===== src/rtl/symbol_upsampler_if.sv =====
// symbol_upsampler_if
// Bundles the enable strobes and the registered outputs of symbol_upsampler.
//   sam_clk_ena  one-cycle sample enable (1 in 4 sys_clk)
//   sym_clk_ena  one-cycle symbol enable (1 in 16 sys_clk, coincides with a sample enable)
//   sym_out      current symbol bits {b1,b0}
//   sample_out   upsampled 1s17 sample
//   sam_phase    sample index within the symbol, 0 = symbol-carrying sample
//   sym_count    symbols issued since reset, wraps
// Modports: master drives the enables and observes the outputs (clock-enable
// generator / filter side); slave is the upsampler itself.
`timescale 1ns/1ps

interface symbol_upsampler_if;
    logic               sam_clk_ena;
    logic               sym_clk_ena;
    logic [1:0]         sym_out;
    logic signed [17:0] sample_out;
    logic [1:0]         sam_phase;
    logic [15:0]        sym_count;

    modport master (
        output sam_clk_ena,
        output sym_clk_ena,
        input  sym_out,
        input  sample_out,
        input  sam_phase,
        input  sym_count
    );

    modport slave (
        input  sam_clk_ena,
        input  sym_clk_ena,
        output sym_out,
        output sample_out,
        output sam_phase,
        output sym_count
    );
endinterface


===== src/rtl/symbol_upsampler.sv =====
// symbol_upsampler
// Baseband symbol source and 4x upsampler for the transmit path. A 15-bit
// PRBS (x^15+x^14+1) supplies two bits per symbol, which are Gray-mapped to
// a 4-ASK level and emitted once per symbol; the other three samples of the
// symbol are zero-stuffed.
// Ports:
//   sys_clk  system clock, all logic on its rising edge
//   reset    asynchronous active-high reset
//   bus      symbol_upsampler_if.slave (enables in, registered outputs out)
// Parameters:
//   AMP      inner level magnitude in 1s17 (outer level is 3*AMP, AMP <= 43690)
//   SEED     PRBS state loaded at reset
// Configuration macro:
//   SYM_HOLD_EN  when defined, sample-only events repeat the current symbol's
//                level (sample-and-hold) instead of inserting zeros.
`timescale 1ns/1ps

module symbol_upsampler #(
    parameter logic signed [17:0] AMP  = 18'sd16384,
    parameter logic [14:0]        SEED = 15'h0001
) (
    input  logic              sys_clk,
    input  logic              reset,
    symbol_upsampler_if.slave bus
);

    localparam logic signed [17:0] AMP3 = 18'(3 * AMP);

    logic [14:0]        lfsr;
    logic [1:0]         sym_q;
    logic signed [17:0] sample_q;
    logic [1:0]         phase_q;
    logic [15:0]        sym_count_q;
`ifdef SYM_HOLD_EN
    logic signed [17:0] held_q;
`endif

    logic               bit1;
    logic               bit0;
    logic [14:0]        step1;
    logic [14:0]        step2;
    logic [14:0]        next_lfsr;
    logic [1:0]         next_sym;
    logic signed [17:0] next_level;

    // Two LFSR steps per symbol, unrolled so both bits come out in one cycle.
    // An all-zero state would lock the register forever, so it is replaced by
    // 15'h0001 and that symbol is forced to 2'b00.
    always_comb begin
        bit1      = lfsr[14] ^ lfsr[13];
        step1     = {lfsr[13:0], bit1};
        bit0      = step1[14] ^ step1[13];
        step2     = {step1[13:0], bit0};
        next_lfsr = step2;
        next_sym  = {bit1, bit0};
        if (lfsr == 15'h0000) begin
            next_lfsr = 15'h0001;
            next_sym  = 2'b00;
        end
    end

    // Gray-coded 4-ASK map: neighbouring levels differ in one bit.
    always_comb begin
        next_level = -AMP3;
        case (next_sym)
            2'b00: next_level = -AMP3;
            2'b01: next_level = -AMP;
            2'b11: next_level = AMP;
            2'b10: next_level = AMP3;
            default: next_level = -AMP3;
        endcase
    end

    // Symbol events take priority over a coincident sample enable: they load
    // the new symbol, its level and restart the phase. Sample-only events
    // only advance the phase and stuff a zero (or repeat the held level).
    always_ff @(posedge sys_clk or posedge reset) begin
        if (reset) begin
            lfsr        <= SEED;
            sym_q       <= 2'b00;
            sample_q    <= '0;
            phase_q     <= 2'd0;
            sym_count_q <= 16'd0;
`ifdef SYM_HOLD_EN
            held_q      <= '0;
`endif
        end else if (bus.sym_clk_ena) begin
            lfsr        <= next_lfsr;
            sym_q       <= next_sym;
            sample_q    <= next_level;
            phase_q     <= 2'd0;
            sym_count_q <= sym_count_q + 16'd1;
`ifdef SYM_HOLD_EN
            held_q      <= next_level;
`endif
        end else if (bus.sam_clk_ena) begin
            phase_q     <= phase_q + 2'd1;
`ifdef SYM_HOLD_EN
            sample_q    <= held_q;
`else
            sample_q    <= '0;
`endif
        end
    end

    assign bus.sym_out    = sym_q;
    assign bus.sample_out = sample_q;
    assign bus.sam_phase  = phase_q;
    assign bus.sym_count  = sym_count_q;

endmodule


===== src/flat_wrapper.sv =====
// flat-port wrapper written by rule: the top's interface ports become plain ports
module symbol_upsampler_flat 
#(
    parameter logic signed [17:0] AMP  = 18'sd16384,
    parameter logic [14:0]        SEED = 15'h0001
)
  (sys_clk, reset, bus_sam_clk_ena, bus_sym_clk_ena, bus_sym_out, bus_sample_out, bus_sam_phase, bus_sym_count);
  symbol_upsampler_if bus_i ();
  input  logic sys_clk;
  input  logic reset;
  input wire logic [$bits(bus_i.sam_clk_ena)-1:0] bus_sam_clk_ena;
  input wire logic [$bits(bus_i.sym_clk_ena)-1:0] bus_sym_clk_ena;
  output wire logic [$bits(bus_i.sym_out)-1:0] bus_sym_out;
  output wire logic [$bits(bus_i.sample_out)-1:0] bus_sample_out;
  output wire logic [$bits(bus_i.sam_phase)-1:0] bus_sam_phase;
  output wire logic [$bits(bus_i.sym_count)-1:0] bus_sym_count;
  assign bus_i.sam_clk_ena = bus_sam_clk_ena;
  assign bus_i.sym_clk_ena = bus_sym_clk_ena;
  assign bus_sym_out = bus_i.sym_out;
  assign bus_sample_out = bus_i.sample_out;
  assign bus_sam_phase = bus_i.sam_phase;
  assign bus_sym_count = bus_i.sym_count;
  symbol_upsampler #(.AMP(AMP), .SEED(SEED)) u_core (.sys_clk(sys_clk), .reset(reset), .bus(bus_i));
endmodule

===== config.mk =====
export PLATFORM = sky130hd
export DESIGN_NAME = symbol_upsampler_flat
export DESIGN_NICKNAME = d
export VERILOG_FILES = /design/src/rtl/symbol_upsampler_if.sv /design/src/rtl/symbol_upsampler.sv /design/src/flat_wrapper.sv
export SDC_FILE = /design/constraint.sdc
export NUM_CORES = 1
export LEC_CHECK = 0
export ABC_CLOCK_PERIOD_IN_PS = 1400
export BUFFER_PORTS_ARGS = -buffer_cell sky130_fd_sc_hd__buf_2
export CAP_MARGIN = 20
export CELL_PAD_IN_SITES_DETAIL_PLACEMENT = 1
export CELL_PAD_IN_SITES_GLOBAL_PLACEMENT = 1
export CORE_UTILIZATION = 35
export CTS_BUF_LIST = sky130_fd_sc_hd__clkbuf_16
export DETAILED_ROUTE_END_ITERATION = 12
export PLACE_DENSITY_LB_ADDON = 0.1
export SYNTH_ARGS = -nofsm -noshare
export SYNTH_HDL_FRONTEND = slang
export SYNTH_SLANG_ARGS = --single-unit

===== constraint.sdc =====
create_clock -name sys_clk -period 1.4 [get_ports sys_clk]
set_input_delay 0.28 -clock sys_clk [delete_from_list [all_inputs] [get_ports sys_clk]]
set_output_delay 0.28 -clock sys_clk [all_outputs]
set_load 0.005 [all_outputs]

==> metrics.txt <==
Remaining DRCs 0; ANT nets after route 0; Avg Vias per Cell 4.809; Clock Latency Late Sink 0.27 ns; Die ar. 5137 sq um; post-route setup TNS 0 ns; Hold Startpoint bus_sam_clk_ena; Initial Utilization 37.72%; unrepaired setup endpoints after global routing true; synth cell count leaders 36 x dfrtp_1, 17 x buf_4, 15 x xor2_1, 14 x nand2_1, 11 x mux2_2; Clock Sinks 37; EDFF count, synth 0; minimum clock period 1.348 ns; CP Max Fanout 5; worst hold stages 2; vias in the first global route 1212; H-tree depth 2; CP max-delay cell dfrtp_1; Crit Path Category reg2reg; Synth Area in Compound Gates 3.829%; Adder-Cell Fraction of Synth Area 1.473%; area share of the largest cell type after synthesis 53.02%; crit-path leading delay family simple AND/OR/NAND/NOR gates; core footprint 4504 sq um; setup ws final 0.05171 ns; Num CTS Buffers 5; multiplexer share of the synthesized area 7.290%; largest family of logic cells by synthesized area simple AND/OR/NAND/NOR gates; Max-Cap Viols 0; hold endpoint u_core.bus.sample_out[15]; Ports 42; ys flop type dfrtp_1; top post-synthesis cells by area dfrtp_1 53%, xor2_1 7.7%, buf_4 7.5%; Yosys top cell by area dfrtp_1; count leader, synth dfrtp_1; Reg clk slew, reported paths 0.06 ns; final hold vios 0; Fin Clk Skew 0.006413 ns; post-synthesis xor/xnor area fraction 9.794%; Routed wire per std cell 14.20 um; Synth Cell Area 1699 sq um; row count 24; Ys Warns 0; CP bufs+invs 1; dpl hpwl 2635 um; Worst setup SP type flop; crit share post-route 96.31%; CTS tree yes; worst r2r path cells 4; first-pass iteration count of the detailed router 4; met2 WL 1714 um; post-CTS setup buffers 0; Hold Path Class in2reg; async set or reset register ratio after synthesis 100.0%; pre-CTS WS -0.03211 ns; Hold Slack 0.2756 ns; CP arrival 1.54 ns; fmax 0.7417 GHz; global-route wire length before repair 5947 um; #FFs+latches synth 37; Static Leak 1.075 nW; ant diodes 0; Congestion Overflow GR 0; die width 71.68 um; crit-path max cell delay 0.42 ns; CTS root buffer clkbuf_16; worst reg2reg setup slack 0.05 ns; mean area per synthesized cell 11.33 sq um; post-synthesis sequential area ratio 54.57%; RePlAce Congestion 0.7263; Final Max Tran Viols 0; critical-path cell list nand4_1 > buf_4 > nor3_1 > xor2_1; synth-to-layout area growth 23.56%; initial detailed-routing violation count 54; port bufs 27; highest metal used met4; drt total wl 3494 um; all-layer global routing usage 15.17%; met3 WL post-DR 121 um; Power per Cell Area 1822 nW/um^2; worst path required time 1.59 ns; via count 1183; initial antenna violation count 0; largest net degree at the start of global routing 30; M1 WL 1639 um; Distinct cells, synth 27; outcome finished, final reports clean; layout cells sized above 1 35.05%; reg-to-reg endpoint u_core.bus.sym_count[9]; Synth Area in Simple Gates 13.03%; RR Startpoint u_core.bus.sym_count[4]; VDD IR max 0.7757 mV; nets@finish 199; CP endpoint kind flop; Die Span Y 71.68 um; Max Root-Sink Buffers 2; setup violators final 0; cells after synthesis 150
how the worst max path moves through the flow:
stage                             from                       end  depth (start not counted)
2_1_floorplan  u_core.bus.sym_count[0]  u_core.bus.sym_count[14]                          4
3_3_place_gp           u_core.lfsr[12]           u_core.lfsr[14]                          5
3_5_place_dp   u_core.bus.sym_count[0]  u_core.bus.sym_count[14]                          4
4_1_cts        u_core.bus.sym_count[0]  u_core.bus.sym_count[10]                          4
5_1_grt        u_core.bus.sym_count[4]  u_core.bus.sym_count[15]                          3
6_report       u_core.bus.sym_count[4]   u_core.bus.sym_count[9]                          4
placed cells by master (no fill, tap or decap), types with 2 or more instances in the layout:
| cell | count |
|---|---|
| nor4_2 | 2 |
| xnor2_1 | 4 |
| nor2_1 | 7 |
| o22ai_1 | 3 |
| clkbuf_16 | 5 |
| buf_2 | 27 |
| nand2b_1 | 2 |
| inv_1 | 9 |
| conb_1 | 14 |
| o21ai_0 | 3 |
| buf_4 | 15 |
| mux2_2 | 11 |
| ha_1 | 2 |
| nor4_1 | 4 |
| nor3_2 | 2 |
| nand3_1 | 2 |
| nand2_1 | 14 |
| dfrtp_1 | 35 |
| xor2_1 | 15 |
| nand4_1 | 6 |
layout make-up:
type	instances	area [sq um]
Multi-Input combinational cell	99	685.7
Sequential cell	37	928.4
Clock buffer	5	125.1
Timing Repair Buffer	43	257.7
Fill cell	516	2405
Inverter	7	26.28
Tap cell	52	65.06
Clock inverter	3	11.26
cells by family after synthesis:
logic type / after synthesis
flip-flops: 37
AO/OA/AOI/OAI: 10
buffers and inverters: 27
multiplexers: 11
AND/OR/NAND/NOR: 43
other: 1
adder cells (fa/ha/maj): 2
XOR/XNOR: 19
repair_timing:
action                                 4_1_cts  5_1_grt
pin swaps                                    2        4
setup endpoints to repair                    7       13
endpoints found under the hold margin        5        0
hold buffers                                 1        0
resized for setup                            4        4
power by group:
part           total (W)  leakage, nW  internal (W)  switching [W]
sequential       0.00176        0.465       0.00143       0.000323
clock            0.00103       0.0738      0.000640       0.000393
combinational    0.00103        0.536      0.000596       0.000438
stage by stage:
| stage | area [sq um] | std cells | utilization, % | total power (W) |
|---|---|---|---|---|
| 6_report | 2100 | 246 | 46.61 | 0.003825 |
| 5_1_grt | 2100 | 246 | 46.61 | 0.004106 |
| 4_1_cts | 2085 | 246 | 46.28 | 0.003870 |
| 3_5_place_dp | 1921 | 237 | 42.64 | 0.002809 |
| 3_3_place_gp | 1921 | 237 | 42.64 | 0.002735 |
| 2_1_floorplan | 1748 | 163 | - | 0.002316 |
state kept, by name, summed over array words and instances, names as in the netlist:
| name | count |
|---|---|
| u_core.bus.sam_phase | 2 |
| u_core.bus.sample_out | 3 |
| u_core.bus.sym_count | 16 |
| u_core.bus.sym_out | 1 |
| u_core.lfsr | 15 |
per-layer routing:
metal | up-vias | global-route usage (%)
met5 | - | 0
met4 | 0 | 4.793
met3 | 2 | 4.360
met2 | 28 | 23.90
met1 | 589 | 20.27
li1 | 564 | -
No activity file was read; power rests on OpenSTA's default activity.
